--- src/rtl/render_pkg.sv ---
// render_pkg: framebuffer geometry defaults, command encoding, pixel word layout and painter FSM states
package render_pkg;
  localparam int H_RES_D = 800;
  localparam int V_RES_D = 600;
  localparam int TILE_D = 16;
  localparam int WR_GAP_D = 2;
  localparam logic CMD_TILE = 1'b0;
  localparam logic CMD_CLEAR = 1'b1;
  typedef enum logic [1:0] {ST_IDLE, ST_TILE, ST_CLEAR} state_t;
  function automatic logic [31:0] pix_word(input logic [23:0] color);
    return {8'h00, color};
  endfunction
endpackage

--- src/rtl/tile_addr_gen.sv ---
// tile_addr_gen: paced write strobe and incremental tile/clear address walk (i_start/i_clear/i_base in; o_wr_en/o_addr/o_last out)
module tile_addr_gen
  import render_pkg::*;
#(
  parameter int H_RES = H_RES_D,
  parameter int V_RES = V_RES_D,
  parameter int TILE = TILE_D,
  parameter int WR_GAP = WR_GAP_D
) (
  input  logic        clk,
  input  logic        rst_n,
  input  logic        i_start,
  input  logic        i_clear,
  input  logic [19:0] i_base,
  output logic        o_wr_en,
  output logic [19:0] o_addr,
  output logic        o_last
);
  localparam int CW = $clog2(TILE);
  localparam logic [CW-1:0] C_END = CW'(TILE - 1);
  localparam logic [19:0] A_END = 20'(H_RES * V_RES - 1);
  localparam logic [19:0] ROW_STEP = 20'(H_RES - (TILE - 1));
  logic          r_clear;
  logic [CW-1:0] r_col;
  logic [CW-1:0] r_row;
  logic [7:0]    r_gap;
  assign o_last = r_clear ? o_addr == A_END : r_col == C_END && r_row == C_END;
  always_ff @(posedge clk)
    if (!rst_n) begin
      o_wr_en <= 1'b0;
      o_addr  <= '0;
      r_clear <= 1'b0;
      r_col   <= '0;
      r_row   <= '0;
      r_gap   <= '0;
    end else if (i_start) begin
      o_wr_en <= 1'b1;
      o_addr  <= i_base;
      r_clear <= i_clear;
      r_col   <= '0;
      r_row   <= '0;
      r_gap   <= '0;
    end else if (o_wr_en) begin
      o_wr_en <= !o_last && WR_GAP == 0;
      r_gap   <= o_last ? 8'd0 : 8'(WR_GAP);
      o_addr  <= o_last ? o_addr : (r_clear || r_col != C_END) ? o_addr + 20'd1 : o_addr + ROW_STEP;
      r_col   <= r_col + 1'b1;
      r_row   <= r_col == C_END ? r_row + 1'b1 : r_row;
    end else if (r_gap != 8'd0) begin
      o_wr_en <= r_gap == 8'd1;
      r_gap   <= r_gap - 8'd1;
    end
endmodule

--- src/rtl/tile_painter.sv ---
// tile_painter: command FSM painting a tile or clearing the framebuffer via paced SRAM writes (req_* handshake in; sram_wr_*, done, err out)
module tile_painter
  import render_pkg::*;
#(
  parameter int H_RES = H_RES_D,
  parameter int V_RES = V_RES_D,
  parameter int TILE = TILE_D,
  parameter int WR_GAP = WR_GAP_D
) (
  input  logic        clk,
  input  logic        rst_n,
  input  logic        req_valid,
  output logic        req_ready,
  input  logic        req_cmd,
  input  logic [5:0]  req_tx,
  input  logic [5:0]  req_ty,
  input  logic [23:0] req_color,
  output logic        sram_wr_en,
  output logic [19:0] sram_wr_addr,
  output logic [31:0] sram_wr_data,
  output logic        done,
  output logic        err
);
  localparam logic [6:0] TX_N = 7'(H_RES / TILE);
  localparam logic [6:0] TY_N = 7'(V_RES / TILE);
  state_t      r_state;
  logic [23:0] r_color;
  logic        w_accept;
  logic        w_tile_ok;
  logic        w_start;
  logic        w_last;
  logic [19:0] w_base;
  assign req_ready = r_state == ST_IDLE;
  assign w_accept = req_valid && req_ready;
  assign w_tile_ok = {1'b0, req_tx} < TX_N && {1'b0, req_ty} < TY_N;
  assign w_start = w_accept && (req_cmd == CMD_CLEAR || w_tile_ok);
  assign w_base = req_cmd == CMD_CLEAR ? 20'd0 : 20'(req_ty) * 20'(TILE * H_RES) + 20'(req_tx) * 20'(TILE);
  assign sram_wr_data = pix_word(r_color);
  tile_addr_gen #(
    .H_RES(H_RES),
    .V_RES(V_RES),
    .TILE(TILE),
    .WR_GAP(WR_GAP)
  ) u_gen (
    .clk(clk),
    .rst_n(rst_n),
    .i_start(w_start),
    .i_clear(req_cmd == CMD_CLEAR),
    .i_base(w_base),
    .o_wr_en(sram_wr_en),
    .o_addr(sram_wr_addr),
    .o_last(w_last)
  );
  always_ff @(posedge clk)
    if (!rst_n) begin
      r_state <= ST_IDLE;
      r_color <= '0;
      done    <= 1'b0;
      err     <= 1'b0;
    end else begin
      done <= sram_wr_en && w_last;
      err  <= w_accept && req_cmd == CMD_TILE && !w_tile_ok;
      if (w_start) begin
        r_state <= req_cmd == CMD_CLEAR ? ST_CLEAR : ST_TILE;
        r_color <= req_color;
      end else if (sram_wr_en && w_last) r_state <= ST_IDLE;
    end
endmodule

--- config.mk ---
export PLATFORM = sky130hd
export DESIGN_NAME = tile_painter
export DESIGN_NICKNAME = d
export VERILOG_FILES = /design/src/rtl/render_pkg.sv /design/src/rtl/tile_addr_gen.sv /design/src/rtl/tile_painter.sv
export SDC_FILE = /design/constraint.sdc
export NUM_CORES = 1
export LEC_CHECK = 0
export CORE_ASPECT_RATIO = 0.6
export CORE_MARGIN = 3
export CORE_UTILIZATION = 40
export CTS_CLUSTER_DIAMETER = 80
export CTS_CLUSTER_SIZE = 14
export DETAILED_ROUTE_END_ITERATION = 6
export PLACE_DENSITY = 0.81
export SETUP_SLACK_MARGIN = 0.1
export SLEW_MARGIN = 20
export SYNTH_ARGS = -nofsm -noshare
export SYNTH_HDL_FRONTEND = slang
export SYNTH_SLANG_ARGS = --single-unit
--- constraint.sdc ---
create_clock -name clk -period 3.3 [get_ports clk]
set_input_delay 0.66 -clock clk [delete_from_list [all_inputs] [get_ports clk]]
set_output_delay 0.66 -clock clk [all_outputs]
set_load 0.005 [all_outputs]
Word-level counts from Yosys, hierarchy flattened
Cells that the tools add are included.
{ "word_totals": {"mem_bits_rw": 0, "mem_bits_ro": 0, "latch_bits": 0, "ff_bits": 66, "word_cells": 60, "memories": 0, "out_inout_bits": 56, "in_bits": 40} }
{ "op_classes": {"n_mul": 1, "mux": 15, "eq_ne": 6, "add_sub_neg": 6, "n_reduce_logical": 18, "n_lt_le_gt_ge": 2, "n_shift": 0, "div": 0, "n_bitwise": 2} }
{ "op_table": {"columns": ["op", "n"], "rows": [
  ["$mux W20", 5],
  ["$add A20 B1 Y20 const B", 1],
  ["$add A20 B10 Y20", 1],
  ["$add A20 B10 Y20 const B", 1],
  ["$eq A20 B19 Y1 const B", 1],
  ["$mux W8", 2],
  ["$lt A6 B6 Y1 const B", 2],
  ["$mul A6 B5 Y11 const B", 1],
  ["$add A4 B1 Y4 const B", 2],
  ["$eq A4 B4 Y1 const B", 2],
  ["$eq A8 B1 Y1 const B", 1],
  ["$mux W2", 4],
  ["$reduce_bool A8 Y1", 1],
  ["$sub A8 B1 Y8 const B", 1],
  ["$logic_and A1 B1 Y1", 7],
  ["$reduce_bool A2 Y1", 3],
  ["$mux W1", 4],
  ["$ne A4 B4 Y1 const B", 1],
  ["$reduce_and A2 Y1", 2],
  ["$logic_not A2 Y1", 1],
  ["$logic_or A1 B1 Y1", 2],
  ["$ne A2 B1 Y1 const B", 1],
  ["$not A1 Y1", 2],
  ["$reduce_or A2 Y1", 1],
  ["$logic_not A1 Y1", 1]
]} }

Depth between registers and ports, before layout
Gate-level depths: netlist of the first run.
{ "depth": {"ltp_word": 6, "mapped_depth": 12, "mapped_depth_nobuf": 12} }

Cells and area by module
Synthesis of the first run repeated with hierarchy kept, for this count alone.
{ "hier_totals": {"hier_cells": 503, "hier_area_um2": 4224.1} }
{ "modules_own_cells": {"columns": ["mod", "seq_area_each_um2", "n_inst", "cells_each", "area_each_um2"], "rows": [
  ["tile_addr_gen", 760.7, 1, 261, 2162.1],
  ["tile_painter", 560.5, 1, 242, 2062.0]
]} }

Worst setup path before layout of the first run
No wires, ideal clock.
{ "synth_timing": {"path_kind": "input to register", "startpoint": "in req_ty[4]", "endpoint": "reg u_gen.o_addr[19]", "path_buffers": 0, "cell_stages": 12, "t_required_ps": 3221, "arrival_ps": 3265, "setup_ps": 79, "slack_ps": -44, "path_cell_list": "inv_1 -> ha_1 -> inv_1 -> ha_1 -> ha_1 -> ha_1 -> inv_1 -> or4_4 -> o311ai_2 -> nand4b_1 -> or4_1 -> o211ai_1"} }
{ "synth_via": {"elab_chain_cells": 6, "word_cells_on_any_way": 11, "cone_classes": "add/sub (1); mul (1); order compare (1); eq/ne (1); mux (2); reduce/logical (5)"} }
{ "synth_rtl": {"columns": ["element", "line", "text"], "rows": [
  ["from (decl)", "tile_painter.sv:16", "input logic [5:0] req_ty,"],
  ["branches (longest 6 deep; another with $add A20 B10 Y20)", null, null],
  ["to (signal assigned)", "tile_addr_gen.sv:38", "o_addr <= i_base;"],
  ["to (signal assigned)", "tile_addr_gen.sv:46", "o_addr <= o_last ? o_addr : (r_clear || r_col != C_END) ? o_addr + 20'd1 : o_addr + ROW_STEP;"],
  ["to (decl)", "tile_addr_gen.sv:16", "output logic [19:0] o_addr,"]
]} }
Parallel ways; which one is timed is not known.
A chain may end at the register's enable or synchronous reset.

Worst setup path after layout of the first run
{ "layout_timing": {"startpoint": "in req_ty[1]", "endpoint": "reg u_gen.o_addr[19]"} }
The elaborated chain is that of the path after synthesis.

==> metrics.txt, run 1 <==
status=finished clean; DRC viols=0; Worst EP arrival=3.46 ns; RR Startpoint=u_gen.r_col[0]$_SDFFE_PP0P_; share of cells above drive strength 1=between 10% and 20%; crit-path cells=buf_4 -> ha_1 -> ha_4 -> ha_4 -> inv_2 -> fa_2 -> buf_6 -> xor2_4 -> nor4_4 -> nand4b_1 -> or4_4 -> o211ai_1; CP Data Required Time=3.54 ns; Final Slew Violations=0; Synth Cell Area=3890 sq um; Clock Path Buffers=2; area of the die=11000 sq um; number of synthesized flops with an enable pin=0; Post-Syn Instances=470; post-synth cell types=62; yosys warns=0; TritonCTS clock tree=built; clk_lat worst skew=between 0.3 and 0.4 ns; post-route clock skew=between 0.004 and 0.005 ns; Synth Area per Inst=about 8.3 sq um; Placeable Area=about 9300 sq um; vias=3935; RSZ-0062 raised after global routing=false; Top cell by count, worst path=ha_4; Crit Path Category=in2reg; Starting DRT DRC Count=around 350; Routed Antenna Nets=0; pre-CTS WS=-0.660 ns; reg2reg end=u_gen.o_addr[15]$_SDFFE_PN0P_; vias in the first global route=~3800; wire per inst=about 17 um; CP startpoint=req_ty[1]; worst vdd ir=approximately 0.37 mV; worst setup margin=~0.089 ns; Final #Nets=between 600 and 700; CP endpoint kind=flop; Final setup viols=0; Synth Register Bits=66; Antenna Cells=0; DIE HEIGHT=between 80 and 90 um; # IOs=96; FF-to-FF setup slack=between 0.6 and 0.7 ns; first-pass GRT wire length=18.5 mm; largest net degree at the start of global routing=27; Fin. Hold Viols=0; Yosys top cell area share=34.0%; CTS hold repair buffers=0; Min Hold Slack=0.454 ns; Yosys top cell by area=dfxtp_1; CTS sink count=66; Max Cap Viol=0; ys flop type=dfxtp_1; min Tclk post-route=3.21 ns; end of the critical path=u_gen.o_addr[19]$_SDFFE_PN0P_; port bufs=87; synth cell count leaders=78 x nand2_1, 66 x dfxtp_1, 43 x a21oi_1, 37 x ha_1, 34 x nor2_1; Root Driver=clkbuf_16; Hold Crit Class=reg2reg; Slew HR=about three fifths; overall die width=133 um; final wirelength=12.2 mm; Layout area overhead=45.1%; row count=27; type of origin of the critical path=input port; slowest stage delay, CP=approximately 0.53 ns; P_leak=roughly 0.0022 uW; Achievable Freq=approximately 0.31 GHz; Worst-Margin Slew=between 0.6 and 0.7 ns; drt via density=~5.5; total CTS buffers=9; slowest stage cell, crit path=or4_4; starting density of the core=a little over two fifths; Reg clk slew, reported paths=0.05 ns; synth top area cells=dfxtp_1 34%, ha_1 12%, nand2_1 7.5%; initial antenna violation count=0; crit-path max FO=4; Detailed Routing Iterations Pass 1=5; hpwl dp=approximately 8.4 mm; reg2reg path depth=9; GRT Total Usage=approximately a fifth; htree depth=3; Final Cycle Share=a little over nine tenths; gr ovfl total=0; sequential share of the synthesized area=roughly a third; pwr dens=490 nW/um^2; most frequent cell after synthesis=nand2_1; Filler Cells Inserted=761; Async SR Flop Fraction=0%; Routability Congestion=0.878
-- critical path: cells and delay by family --
family	cells	cell delay (ns)
simple gates	3	1.05
compound gates	1	0.09
xor+xnor	1	0.17
fa+ha+maj	4	1.17
buf+inv	3	0.32
-- flip-flops by register name (all words and copies together), names as in the netlist --
register / count
u_gen.o_wr_en: 1
u_gen.r_gap: 8
r_color: 24
err: 1
u_gen.o_addr: 20
r_state: 2
u_gen.r_col: 4
u_gen.r_row: 4
done: 1
u_gen.r_clear: 1
-- stage by stage --
stage	cells	cell area (sq um)	power (uW)	setup TNS, ns	util (%)
finish	719	5640	2770	0	60.5
global route	719	5640	2900	0	60.5
CTS	715	5470	2690	0	58.7
detailed placement	699	5100	1780	-2.53	54.7
global placement	699	5100	1740	-1.85	54.7
floorplan	477	3970	1480	0	-
-- routing by layer --
layer	routed length (um)	vias up	track usage, %	share of wire, %
met2	5600	172	34.6	46
met5	0	-	0	0
met4	206	0	6.16	1.7
met3	1040	27	6.23	8.5
li1	-	1879	-	-
met1	5320	1857	26.8	44
-- kinds of logic after synthesis --
kind of cell / Yosys count / synth area share (%)
fa+ha+maj: 38 / 12.4
compound gates: 99 / 16.8
xor+xnor: 29 / 6.53
simple gates: 190 / 23.7
buf+inv: 43 / 5.34
other cells: 1 / 0.0964
mux: 4 / 1.06
flops: 66 / 34.0
-- power breakdown --
group	switching, uW	internal, uW
clock	327	544
sequential	65.9	867
combinational	480	482
-- layout make-up --
class                      count  area, sq um  share of cell area [%]
sequential                    66         1320                    23.4
tap                          130          163                    2.88
clock inverter                 2         12.5                   0.222
clock buffer                  13          260                    4.61
inverter                      15         56.3                   0.998
timing repair buffer         125         1140                    20.2
multi-input combinational    368         2690                    47.7
-- cells in the final DEF (no fill, tap or decap), drive strengths merged, types with 10 or more instances in the layout --
cell and instances:
clkdlybuf4s50 81, nand2 79, dfxtp 66, a21oi 43, buf 40, ha 37, nor2 34, clkbuf 17
xnor2 16, nor3 16, inv 14, xor2 13, o21ai 12, nand3 10
-- worst min path at each step --
stage,slack [ns],from,to,depth (start not counted)
finish,0.45,r_color[12]$_SDFFE_PN0P_,r_color[12]$_SDFFE_PN0P_,2
CTS,0.46,r_color[12]$_SDFFE_PN0P_,r_color[12]$_SDFFE_PN0P_,2
detailed placement,0.45,r_color[12]$_SDFFE_PN0P_,r_color[12]$_SDFFE_PN0P_,2
floorplan,0.44,u_gen.r_clear$_SDFFE_PN0P_,u_gen.r_clear$_SDFFE_PN0P_,2
global route,0.47,r_color[14]$_SDFFE_PN0P_,r_color[14]$_SDFFE_PN0P_,2
global placement,0.44,r_color[12]$_SDFFE_PN0P_,r_color[12]$_SDFFE_PN0P_,2
-- repair_timing --
action	CTS	global route
buffers inserted	1	4
gates resized for setup	21	38
setup endpoints to repair	5	3
pin swaps	7	15
No activity file was read; power rests on OpenSTA's default activity.
==> run 2, diff against run 1 <==
--- a/config.mk
+++ b/config.mk
@@ -8,6 +8,7 @@
 export CORE_ASPECT_RATIO = 0.6
 export CORE_MARGIN = 3
 export CORE_UTILIZATION = 40
+export CTS_BUF_LIST = sky130_fd_sc_hd__clkbuf_8
 export CTS_CLUSTER_DIAMETER = 80
 export CTS_CLUSTER_SIZE = 14
 export DETAILED_ROUTE_END_ITERATION = 6
==> run 2 against run 1 <==
Net effect: maximum frequency up 1.4%; sequential cell count is the same; clock power shrank 32%; routed wire length down 6.0%; clock-buffer cell count shrank 2; total power down 10%; critical path type unchanged; largest power group unchanged.
==> metrics.txt, run 2 (synthesis results as in run 1) <==
status=finished clean; pwr dens=448 nW/um^2; Achievable Freq=between 0.3 and 0.4 GHz; first-pass GRT wire length=17.9 mm; gr ovfl total=0; Final #Nets=between 600 and 700; Final Slew Violations=0; CTS hold repair buffers=0; Routability Congestion=0.878; port bufs=87; Antenna Cells=0; Detailed Routing Iterations Pass 1=5; vias=between 3000 and 4000; starting density of the core=a little over two fifths; DRC viols=0; DIE HEIGHT=82.4 um; htree depth=3; post-layout util=roughly three fifths; RSZ-0062 raised after global routing=false; Fin. Hold Viols=0; clk_lat worst skew=about 0.33 ns; wire per inst=between 15 and 20 um; pre-CTS WS=-0.660 ns; Hold Crit Class=reg2reg; Int Power=between 1500 and 2000 uW; share of power burned in registers=37.6%; row count=27; Max Cap Viol=0; final wirelength=11.4 mm; worst setup margin=between 0.1 and 0.15 ns; Filler Cells Inserted=~770; initial antenna violation count=0; vias in the first global route=approximately 3700; min Tclk post-route=approximately 3.2 ns; Final setup viols=0; most common cell after layout, fill and taps aside=clkdlybuf4s50_1; Routed Antenna Nets=0; TritonCTS clock tree=built; max reg flops=24; most frequent cells in the layout=81 x clkdlybuf4s50_1, 78 x nand2_1, 66 x dfxtp_1; CP endpoint kind=flop; worst vdd ir=approximately 0.30 mV; area of the die=~11000 sq um; post-route clock skew=~0.0057 ns; Clock Path Buffers=2; Worst-Margin Slew=a little under 0.6 ns; Reg clk slew, reported paths=0.07 ns; Net Sw Frac=about a third; crit-path max FO=3; Biggest register=r_color; dpl cells=699; GRT Total Usage=roughly a fifth; Final Cycle Share=approximately 96%; hpwl dp=between 8 and 9 mm; CTS sink count=66; drt via density=5.39; CP Data Required Time=~3.6 ns; Layout area overhead=42.1%; total CTS buffers=9; Clock Power Share=a little under a quarter; share of cells above drive strength 1=16.5%; Worst EP arrival=approximately 3.4 ns; Slew HR=roughly three fifths; largest net degree at the start of global routing=27; non-filler cells, final=719; # IOs=96; Placeable Area=just over 9000 sq um; P_leak=around 0.0022 uW; Top Registers=r_color: 24 flops, u_gen.o_addr: 20 flops, u_gen.r_gap: 8 flops; type of origin of the critical path=input port; Gate power share=between 30% and 40%; Min Hold Slack=around 0.46 ns; Sw Pwr=around 830 uW; Starting DRT DRC Count=about 330; Crit Path Category=in2reg; Root Driver=clkbuf_8; overall die width=about 130 um
==> run 2: cell types whose count changed in the layout (fill, tap and decap cells not counted) <==
cell       previous run  this run
ha_4                 18        17
inv_2                 5         4
buf_2                 0         2
ha_1                 19        20
clkbuf_16             9         0
buf_4                38        37
clkbuf_8              2        11
clkbuf_1              2         0
clkbuf_2              4         3
inv_1                 9        12
==> run 2: per-stage QoR <==
stage                     setup TNS, ns  cell area [sq um]  power, uW
after floorplan                       0               3970       1480
after CTS                             0               5360       2400
after detailed placement          -2.53               5100       1780
after global routing                  0               5530       2620
after global placement            -1.85               5100       1740
final                                 0               5530       2480
==> run 2: timing repair <==
| action | in CTS | in global routing |
|---|---|---|
| resized for setup | 20 | 37 |
| endpoints found under the hold margin | 0 | 0 |
| setup buffers | 1 | 4 |
| pin swaps | 7 | 13 |
| endpoints found under the setup margin | 5 | 3 |
==> run 2: power groups by stage <==
stage	registers, uW	logic (uW)	clock network, uW
6_report	931	950	594
5_1_grt	940	1040	639
4_1_cts	929	868	607
3_5_place_dp	947	829	0
3_3_place_gp	941	803	0
2_1_floorplan	936	542	0
==> run 2: final timing paths <==
kind,startpoint,end,slack [ns],cells past startpoint
worst min-delay path,r_color[12]$_SDFFE_PN0P_,r_color[12]$_SDFFE_PN0P_,0.46,2
worst max-delay path,req_ty[4],u_gen.o_addr[19]$_SDFFE_PN0P_,0.13,13
worst max register to register,u_gen.r_col[0]$_SDFFE_PP0P_,u_gen.o_addr[15]$_SDFFE_PN0P_,0.63,9
worst min register to register,r_color[12]$_SDFFE_PN0P_,r_color[12]$_SDFFE_PN0P_,0.46,2
==> run 2: metal layers <==
| layer | vias up | GRT usage, % | routed length (um) |
|---|---|---|---|
| met1 | 1784 | 26.1 | 5010 |
| li1 | 1882 | - | - |
| met5 | - | 0 | 0 |
| met4 | 0 | 6.47 | 190 |
| met3 | 26 | 6.36 | 1100 |
| met2 | 184 | 32.5 | 5140 |
==> run 2: area by class of cell <==
type | count | area [sq um] | share of cell area (%)
clock buffers | 11 | 151 | 2.74
clock inverters | 4 | 20.0 | 0.362
inverters | 15 | 56.3 | 1.02
multi-input cells | 368 | 2680 | 48.5
flip-flops and latches | 66 | 1320 | 23.9
well taps | 130 | 163 | 2.94
repair buffers | 125 | 1140 | 20.6
==> run 2: critical path, cell delays in order <==
cell and delay [ns]:
buf_2 0.13, inv_2 0.06, ha_1 0.30, inv_2 0.09, ha_4 0.21, ha_4 0.24, ha_4 0.27, inv_1 0.06
or4_4 0.50, o311ai_4 0.11, nand4b_1 0.17, or4_4 0.53, o211ai_1 0.09
==> run 3, diff against run 2 <==
--- a/config.mk
+++ b/config.mk
@@ -6,7 +6,7 @@
 export NUM_CORES = 1
 export LEC_CHECK = 0
 export CORE_ASPECT_RATIO = 0.6
-export CORE_MARGIN = 3
+export CORE_MARGIN = 5
 export CORE_UTILIZATION = 40
 export CTS_BUF_LIST = sky130_fd_sc_hd__clkbuf_8
 export CTS_CLUSTER_DIAMETER = 80
@@ -18,3 +18,4 @@
 export SYNTH_ARGS = -nofsm -noshare
 export SYNTH_HDL_FRONTEND = slang
 export SYNTH_SLANG_ARGS = --single-unit
+export TNS_END_PERCENT = 10
==> run 3 against run 2 <==
Net effect: global-route usage fell by 0.33 points; sequential share of layout area rose by 0.37 points; via count fell by 0.28%; utilization fell by 0.91 points; clock power rose by 17%; combinational power fell by 2.8%; sequential cell count did not move; critical endpoint is now u_gen.o_addr[16]$_SDFFE_PN0P_; largest power group is now registers; highest routed layer unchanged.
==> metrics.txt, run 3 (synthesis results as in run 1) <==
total CTS buffers=9; RSZ-0062 raised after global routing=true; highest metal used=met4; Placeable Area=around 9300 sq um; Clock Path Buffers=2; CP endpoint kind=flop; Worst-Margin Slew=about 0.56 ns; post-layout util=58.4%; drt via density=between 5 and 6; initial antenna violation count=0; CP Data Required Time=between 3 and 4 ns; pwr dens=approximately 470 nW/um^2; most common cell after layout, fill and taps aside=clkdlybuf4s50_1; CTS hold repair buffers=0; start point of the worst hold path=r_color[5]$_SDFFE_PN0P_; # IOs=between 90 and 100; DIE HEIGHT=86.4 um; overall die width=roughly 140 um; RR Startpoint=u_gen.r_col[0]$_SDFFE_PP0P_; wire per inst=~16 um; Final Cycle Share=96.8%; hpwl dp=a little under 9 mm; port bufs=just under 90; max reg flops=24; pre-CTS WS=-0.627 ns; CP startpoint=req_ty[0]; cell area after layout=5440 sq um; routed wl met3=1.10 mm; dpl cells=between 600 and 700; reg2reg end=u_gen.o_addr[15]$_SDFFE_PN0P_; Area after DPL=between 5000 and 6000 sq um; status=finished clean; clk_lat worst skew=0.35 ns; Reg clk slew, reported paths=0.07 ns; Antenna Cells=0; vias=3865; reg2reg path depth=9; final wirelength=11.8 mm; min Tclk post-route=around 3.2 ns; largest net degree at the start of global routing=36; Hold Path Depth=2; area of the die=11900 sq um; first-pass GRT wire length=between 15 and 20 mm; Root Driver=clkbuf_8; Hold Crit Class=reg2reg; Detailed Routing Iterations Pass 1=5; gr ovfl total=0; worst setup margin=about 0.10 ns; Filler Cells Inserted=762; met2 wire len=5.28 mm; DRC viols=0; Achievable Freq=0.313 GHz; P_leak=between 0.002 and 0.0025 uW; Final Slew Violations=0; Routability Congestion=slightly below 0.9; CTS sink count=66; TritonCTS clock tree=built; Final setup viols=0; Top Registers=r_color: 24 flops, u_gen.o_addr: 20 flops, u_gen.r_gap: 8 flops; Routed Antenna Nets=0; Final #Nets=about 660; crit-path max FO=4; WHS Endpoint=r_color[5]$_SDFFE_PN0P_; post-route clock skew=~0.0075 ns; GRT Total Usage=between 10% and 20%; Layout area overhead=40.0%; Fin. Hold Viols=0; FF-to-FF setup slack=0.68 ns; Biggest register=r_color; most frequent cells in the layout=81 x clkdlybuf4s50_1, 78 x nand2_1, 66 x dfxtp_1; share of cells above drive strength 1=a little over an eighth; non-filler cells, final=714; row count=27; starting density of the core=a little over two fifths; Slew HR=a little over three fifths; worst vdd ir=~0.28 mV; met1 WL=roughly 5.2 mm; Starting DRT DRC Count=306; type of origin of the critical path=input port; htree depth=3; vias in the first global route=about 3800; Max Cap Viol=0; Crit Path Category=in2reg; Worst EP arrival=roughly 3.5 ns
## run 3: cell type report
class	count	area (sq um)	share of cell area [%]
tap	130	163	2.99
timing repair buffer	120	1110	20.3
clock buffer	12	165	3.03
sequential	66	1320	24.3
multi-input combinational	368	2590	47.6
inverter	15	56.3	1.03
clock inverter	3	38.8	0.713
## run 3: power breakdown
part,internal [uW],total [uW],switching (uW)
clock network,403,696,294
registers,866,929,63.3
logic,457,923,466
## run 3: worst max-delay path, cell delays in order
cell           delay [ns]
dlygate4sd2_1        0.26
inv_1                0.06
ha_1                 0.29
ha_1                 0.30
ha_2                 0.21
inv_1                0.08
fa_2                 0.48
buf_4                0.17
nor4_1               0.44
xnor2_1              0.15
o22ai_1              0.20
o2111a_1             0.20
## run 3: worst max path at each step
| stage | to | slack (ns) | cells past startpoint |
|---|---|---|---|
| 2_1_floorplan | u_gen.o_addr[19]$_SDFFE_PN0P_ | 0.11 | 10 |
| 3_3_place_gp | u_gen.o_addr[19]$_SDFFE_PN0P_ | -0.49 | 12 |
| 3_5_place_dp | u_gen.o_addr[19]$_SDFFE_PN0P_ | -0.63 | 12 |
| 4_1_cts | u_gen.o_addr[19]$_SDFFE_PN0P_ | 0.12 | 14 |
| 5_1_grt | u_gen.o_addr[19]$_SDFFE_PN0P_ | 0.004 | 13 |
| 6_report | u_gen.o_addr[16]$_SDFFE_PN0P_ | 0.10 | 12 |
## run 3: per-layer routing
layer | vias to the layer above | track usage (%)
met4 | 0 | 5.98
met2 | 182 | 31.1
met1 | 1796 | 24.9
li1 | 1864 | -
met5 | - | 0
met3 | 23 | 8.35
## run 3: per-stage QoR
stage / power [uW] / hold WS, ns / setup TNS [ns]
6_report: 2550 / 0.454 / 0
5_1_grt: 2690 / 0.485 / 0
4_1_cts: 2530 / 0.455 / 0
3_5_place_dp: 1790 / 0.447 / -2.56
3_3_place_gp: 1740 / 0.441 / -2.04
2_1_floorplan: 1480 / 0.438 / 0
## run 3: timing repair
item                                   in CTS  in global routing
buffers inserted                            0                  1
resized for setup                          21                  7
setup endpoints to repair                   5                  4
pin swaps                                   6                  4
endpoints found under the hold margin       0                  0
